`config.mk`:
```
export PLATFORM = sky130hd
export DESIGN_NAME = debug_unit
export DESIGN_NICKNAME = d
export VERILOG_FILES = /design/src/rtl/debug_pkg.sv /design/src/rtl/debug_word_serializer.sv /design/src/rtl/debug_unit.sv
export SDC_FILE = /design/constraint.sdc
export NUM_CORES = 1
export LEC_CHECK = 0
export ABC_AREA = 1
export BUFFER_PORTS_ARGS = -buffer_cell sky130_fd_sc_hd__buf_2
export CAP_MARGIN = 0
export CORE_MARGIN = 5
export CORE_UTILIZATION = 52
export CTS_CLUSTER_DIAMETER = 40
export DETAILED_ROUTE_END_ITERATION = 7
export HOLD_SLACK_MARGIN = 0.05
export PLACE_DENSITY = 0.85
export SYNTH_ARGS = -nofsm -noshare
export SYNTH_HDL_FRONTEND = slang
export SYNTH_SLANG_ARGS = --single-unit
```
`constraint.sdc`:
```
create_clock -name i_clock -period 2.2 [get_ports i_clock]
set_input_delay 0.22 -clock i_clock [delete_from_list [all_inputs] [get_ports i_clock]]
set_output_delay 0.22 -clock i_clock [all_outputs]
set_load 0.02 [all_outputs]
```
`src/rtl/debug_pkg.sv`:
```
// Shared definitions for the host debug controller: command bytes, FSM states, dump geometry.
package debug_pkg;

    localparam logic [7:0] CMD_RUN  = 8'h52;
    localparam logic [7:0] CMD_STEP = 8'h53;
    localparam logic [7:0] CMD_DUMP = 8'h44;

    localparam int DUMP_WORDS     = 34;
    localparam int BYTES_PER_WORD = 4;

    typedef enum logic [2:0] {
        IDLE,
        RUN,
        STEP,
        LOAD,
        SEND
    } state_t;

endpackage

```
`src/rtl/debug_word_serializer.sv`:
```
// Word-to-byte serializer: loads one word, then emits it LSB byte first over a valid/ready handshake.
module debug_word_serializer
    import debug_pkg::*;
#(
    parameter int NB_WORD = 32,
    parameter int NB_BYTE = 8
) (
    input  logic               clock,
    input  logic               reset,
    input  logic               load,
    input  logic [NB_WORD-1:0] load_data,
    input  logic               ready,
    output logic [NB_BYTE-1:0] data,
    output logic               valid,
    output logic               word_done
);

    localparam int NB_BYTE_IDX = $clog2(BYTES_PER_WORD);
    localparam logic [NB_BYTE_IDX-1:0] LAST_BYTE = NB_BYTE_IDX'(BYTES_PER_WORD - 1);

    logic [NB_WORD-1:0]     shift;
    logic [NB_BYTE_IDX-1:0] byte_idx;

    assign data      = shift[NB_BYTE-1:0];
    assign word_done = valid && ready && (byte_idx == LAST_BYTE);

    // The byte index wraps back to zero on the last handshake, ready for the next load.
    always_ff @(posedge clock) begin
        if (reset) begin
            shift    <= '0;
            byte_idx <= '0;
            valid    <= 1'b0;
        end else if (load) begin
            shift    <= load_data;
            byte_idx <= '0;
            valid    <= 1'b1;
        end else if (valid && ready) begin
            shift    <= shift >> NB_BYTE;
            byte_idx <= byte_idx + 1'b1;
            if (byte_idx == LAST_BYTE) begin
                valid <= 1'b0;
            end
        end
    end

endmodule

```
`src/rtl/debug_unit.sv`:
```
// Host debug controller for the MIPS pipeline: run/step/dump commands and snapshot serialization.
// Optional RUN watchdog enabled by defining DEBUG_UNIT_WATCHDOG_EN.
module debug_unit
    import debug_pkg::*;
#(
    parameter int NB_REG        = 32,
    parameter int NB_REG_ADDR   = 5,
    parameter int REGFILE_DEPTH = 32,
    parameter int NB_BYTE       = 8,
    parameter int WDOG_CYCLES   = 4096
) (
    input  logic                   i_clock,
    input  logic                   i_reset,
    input  logic [NB_BYTE-1:0]     i_rx_data,
    input  logic                   i_rx_valid,
    output logic [NB_BYTE-1:0]     o_tx_data,
    output logic                   o_tx_valid,
    input  logic                   i_tx_ready,
    output logic                   o_pipe_valid,
    input  logic                   i_halt,
    input  logic [NB_REG-1:0]      i_pc,
    output logic [NB_REG_ADDR-1:0] o_rf_addr,
    input  logic [NB_REG-1:0]      i_rf_data,
    output logic [NB_REG-1:0]      o_n_clocks
);

    localparam int NB_WORD_IDX = $clog2(DUMP_WORDS);
    localparam logic [NB_WORD_IDX-1:0] LAST_WORD  = NB_WORD_IDX'(REGFILE_DEPTH + 1);
    localparam logic [NB_REG-1:0]      COUNT_MAX  = '1;

    state_t                 state;
    logic                   halted;
    logic [NB_WORD_IDX-1:0] word_idx;
    logic [NB_REG-1:0]      snap_pc;
    logic [NB_REG-1:0]      snap_count;
    logic [NB_REG-1:0]      n_clocks_next;
    logic [NB_REG-1:0]      load_word;
    logic                   word_done;
    logic [NB_REG-1:0]      o_n_clocks_q;

`ifdef DEBUG_UNIT_WATCHDOG_EN
    localparam int NB_WDOG = $clog2(WDOG_CYCLES) + 1;
    localparam logic [NB_WDOG-1:0] WDOG_LAST = NB_WDOG'(WDOG_CYCLES - 1);
    logic [NB_WDOG-1:0] wdog_count;
`endif

    assign o_pipe_valid  = (state == RUN) || (state == STEP);
    assign o_n_clocks    = o_n_clocks_q;
    assign n_clocks_next = (o_pipe_valid && (o_n_clocks_q != COUNT_MAX)) ? o_n_clocks_q + 1'b1
                                                                          : o_n_clocks_q;
    assign o_rf_addr     = (word_idx >= NB_WORD_IDX'(2)) ? NB_REG_ADDR'(word_idx - NB_WORD_IDX'(2))
                                                          : '0;

    always_comb begin
        load_word = i_rf_data;
        if (word_idx == NB_WORD_IDX'(0)) begin
            load_word = snap_pc;
        end else if (word_idx == NB_WORD_IDX'(1)) begin
            load_word = snap_count;
        end
    end

    // Snapshots take the post-increment count so the cycle that leaves RUN/STEP is included.
    always_ff @(posedge i_clock) begin
        if (i_reset) begin
            state        <= IDLE;
            halted       <= 1'b0;
            o_n_clocks_q <= '0;
            word_idx     <= '0;
            snap_pc      <= '0;
            snap_count   <= '0;
`ifdef DEBUG_UNIT_WATCHDOG_EN
            wdog_count   <= '0;
`endif
        end else begin
            o_n_clocks_q <= n_clocks_next;
            case (state)
                IDLE: begin
                    if (i_rx_valid) begin
                        case (i_rx_data)
                            CMD_RUN, CMD_STEP: begin
                                if (halted) begin
                                    state      <= LOAD;
                                    snap_pc    <= i_pc;
                                    snap_count <= n_clocks_next;
                                end else begin
                                    state <= (i_rx_data == CMD_RUN) ? RUN : STEP;
`ifdef DEBUG_UNIT_WATCHDOG_EN
                                    wdog_count <= '0;
`endif
                                end
                            end
                            CMD_DUMP: begin
                                state      <= LOAD;
                                snap_pc    <= i_pc;
                                snap_count <= n_clocks_next;
                            end
                            default: ;
                        endcase
                    end
                end
                RUN: begin
                    if (i_halt) begin
                        halted     <= 1'b1;
                        state      <= LOAD;
                        snap_pc    <= i_pc;
                        snap_count <= n_clocks_next;
`ifdef DEBUG_UNIT_WATCHDOG_EN
                    end else if (wdog_count == WDOG_LAST) begin
                        state      <= LOAD;
                        snap_pc    <= i_pc;
                        snap_count <= n_clocks_next;
                    end else begin
                        wdog_count <= wdog_count + 1'b1;
`endif
                    end
                end
                STEP: begin
                    if (i_halt) begin
                        halted <= 1'b1;
                    end
                    state      <= LOAD;
                    snap_pc    <= i_pc;
                    snap_count <= n_clocks_next;
                end
                LOAD: begin
                    state <= SEND;
                end
                SEND: begin
                    if (word_done) begin
                        if (word_idx == LAST_WORD) begin
                            word_idx <= '0;
                            state    <= IDLE;
                        end else begin
                            word_idx <= word_idx + 1'b1;
                            state    <= LOAD;
                        end
                    end
                end
                default: state <= IDLE;
            endcase
        end
    end

    debug_word_serializer #(
        .NB_WORD (NB_REG),
        .NB_BYTE (NB_BYTE)
    ) u_serializer (
        .clock     (i_clock),
        .reset     (i_reset),
        .load      (state == LOAD),
        .load_data (load_word),
        .ready     (i_tx_ready),
        .data      (o_tx_data),
        .valid     (o_tx_valid),
        .word_done (word_done)
    );

endmodule

```
==> results.json <==
{
  "holdCritPathClass": "in -> reg",
  "drt.antenna.violating_nets": 0,
  "timing_max_transition_violations_final": 0,
  "groute.usage.overall": 0.263,
  "cts_made_buffers": 17,
  "yosysWarningCount": 0,
  "route.detailed.drc": 0,
  "synthesis.area_per_instance_um2": 6.34,
  "row_count": 44,
  "avgViaCountPerCell": 5.29,
  "worstMarginPinSlew_ns": 0.686,
  "setup_viol_count_final": 0,
  "mappedNetlistNets": 1285,
  "post_cts.repair.setup_buffers": 0,
  "power_frac_comb": 0.040,
  "maxCapViolCount": 0,
  "starting_utilization_of_the_core_area": 0.527,
  "clk_pin_slew_worst_paths_ns": 0.06,
  "timing.clock.skew_ns": 0.00685,
  "cts.sink_count": 141,
  "worstSkewPairLatency_ns": 0.42,
  "setup_total_negative_slack_ns": 0,
  "post-dp-hpwl_mm": 15.9,
  "drt_iter0_drc": 728,
  "netSwitchingPower_mw": 1.20,
  "core_um2": 14400,
  "fin_util": 0.637,
  "post_synth_inst_count": 1200,
  "dp_cells": 1478,
  "maximum_number_of_pins_on_one_net_before_global_route_repair": 65,
  "seq_power_share": 0.459,
  "cellInternalPower_mw": 4.40,
  "first_pass_iters": 5,
  "initial_antenna_violation_count": 0,
  "swShare": 0.214,
  "power.static_leakage_nw": 4.06,
  "final_layout_size_suffix_gt1_frac": 0.175,
  "max_clock_freq_mhz": 504,
  "layout.cells.most_common": "nand2_1",
  "globalRoute.totalOverflow": 0,
  "syn2layout_area_growth_pct": 20.7,
  "ir_drop_uv": 544,
  "chipHeight_um": 131,
  "first_global_vias": 7242,
  "period_minus_slack_ns": 1.98,
  "grt.busiest_layer": "met2",
  "max_slew_margin": 0.543,
  "worst_ep_arrival_time_ns": 2.28,
  "numPortBuffers": 123,
  "wl_per_cell_um": 14.8,
  "use_met2": 0.412,
  "critical_path.endpoint_type": "register",
  "layout_common_cells": "nand2_1 (289), nor2_1 (239), dfxtp_1 (141)",
  "tritoncts": "done",
  "io_count": 124,
  "floorplan.die_area_um2": 17100,
  "synthesis_stage_register_bit_count": 141,
  "critical_path.max_fanout": 5,
  "max_stage_delay_ns": 0.39,
  "seq_area_frac_synth": 0.371,
  "rsz0062_at_grt": "false",
  "gr-usage-met3": 0.0553,
  "power-per-cell-area_nw_per_um2": 610,
  "hold_violations": 0,
  "root_buffer": "clkbuf_16",
  "run_status": "finished clean",
  "dieWidth_um": 131,
  "detail_route.wirelength_mm": 22.4,
  "final_critical_path_share_of_the_clock_period": 0.902,
  "final_nets": 1410,
  "max-clock-path-buffers": 2,
  "synth_area_um2": 7610,
  "gp_congestion": 0.983,
  "wire_length_of_the_first_global_routing_pass_mm": 35.4,
  "worstPathCellList": "ha_1 > buf_4 > nand3_1 > nor2_1 > nand2_1 > nor3_1 > nand3_1 > nand2_1 > a21oi_1",
  "worst_ep_required_time_ns": 2.50,
  "vias": 8026,
  "power_frac_clock": 0.501,
  "final_cell_count_no_fill": 1518,
  "slowest_stage": "dfxtp_1",
  "critPathKind": "reg -> reg",
  "synth_cell_types": 32,
  "total_number_of_h_tree_levels": 4,
  "post-layout-total-power_mw": 5.60,
  "diodes": 0,
  "grtUsageMet1": 0.359,
  "startpoint_type": "register"
}
## repair_timing
action,4_1_cts,5_1_grt
endpoints found under the setup margin,0,11
hold endpoints to repair,12,0
hold buffers,12,0
gates resized for setup,0,4
## cell type report
| class | instances | area, µm² |
|---|---|---|
| fillers | 1317 | 5240 |
| multi-input cells | 882 | 4070 |
| flip-flops and latches | 141 | 2820 |
| repair buffers | 171 | 1080 |
| clock buffers | 22 | 474 |
| inverters | 112 | 420 |
| well taps | 184 | 230 |
| clock inverters | 6 | 88.8 |
## routing by layer
metal  vias up  wire, µm
met5         -         0
met4         0       612
met3        49      1870
met2       328     10100
met1      3613      9830
li1       4036         -
## metrics by stage
step                      hold slack, ns  cell area [µm²]  setup slack (ns)
final                             0.0584             9180             0.216
after global routing              0.0686             9180            0.0255
after CTS                         0.0504             9160             0.132
after detailed placement           0.456             8470             0.212
after global placement             0.451             8470             0.269
after floorplan                    0.364             7610             0.348
## worst max-delay path: cells and delay by family (launching register included)
kind | cells | cell delay, ns
and+or+nand+nor | 6 | 1.07
adders and majority gates | 1 | 0.19
buffers and inverters | 1 | 0.13
DFF | 1 | 0.39
AOI/OAI and AO/OA | 1 | 0.07
## logic make-up (layout without fill, tap and decap cells)
group | after synthesis | count (layout) | synth area share
compound gates | 143 | 143 | 0.0972
simple gates | 721 | 721 | 0.409
flops | 141 | 141 | 0.371
fa+ha+maj | 8 | 8 | 0.0132
buf+inv | 177 | 311 | 0.0985
xor+xnor | 10 | 10 | 0.0115
## Yosys cell counts (all sizes together)
cell type    n  area [µm²]
inv        112         420
xor2         4        35.0
o22ai        1        6.26
nor2b        1        6.26
a211oi       1        7.51
a21oi       59         295
nand4       10        62.6
xnor2        6        52.6
nor2       251        1020
nand2      299        1160
clkbuf      25        93.8
nand3b       9        67.6
buf         40         235
o211ai       8        60.1
or2         18         113
dfxtp      141        2820
o21ai       74         370
and2         1        6.26
nand3      121         616
nor3        11        55.1
ha           8         100
## path summary, 6_finish.rpt
path	startpoint	to	slack, ns	cells after the start
min	i_pc[25]	snap_pc[25]	0.06	3
max reg2reg	o_n_clocks[1]	snap_count[22]	0.22	9
max	o_n_clocks[1]	snap_count[22]	0.22	9
min reg2reg	u_serializer.shift[24]	u_serializer.shift[24]	0.47	2
## power groups by stage
stage               clock (mW)  sequential, mW  combinational (mW)
floorplan                    0            2.62              0.0970
global placement             0            2.63               0.200
detailed placement           0            2.63               0.202
CTS                       2.82            2.57               0.221
global route              2.94            2.57               0.245
finish                    2.81            2.57               0.225
## sequential cells by signal, indices dropped and copies added (netlist names)
register,flops
o_n_clocks,32
snap_count,32
snap_pc,32
u_serializer.shift,32
word_idx,6
state,3
u_serializer.byte_idx,2
halted,1
u_serializer.valid,1
Power figures use the tool's default switching activity.
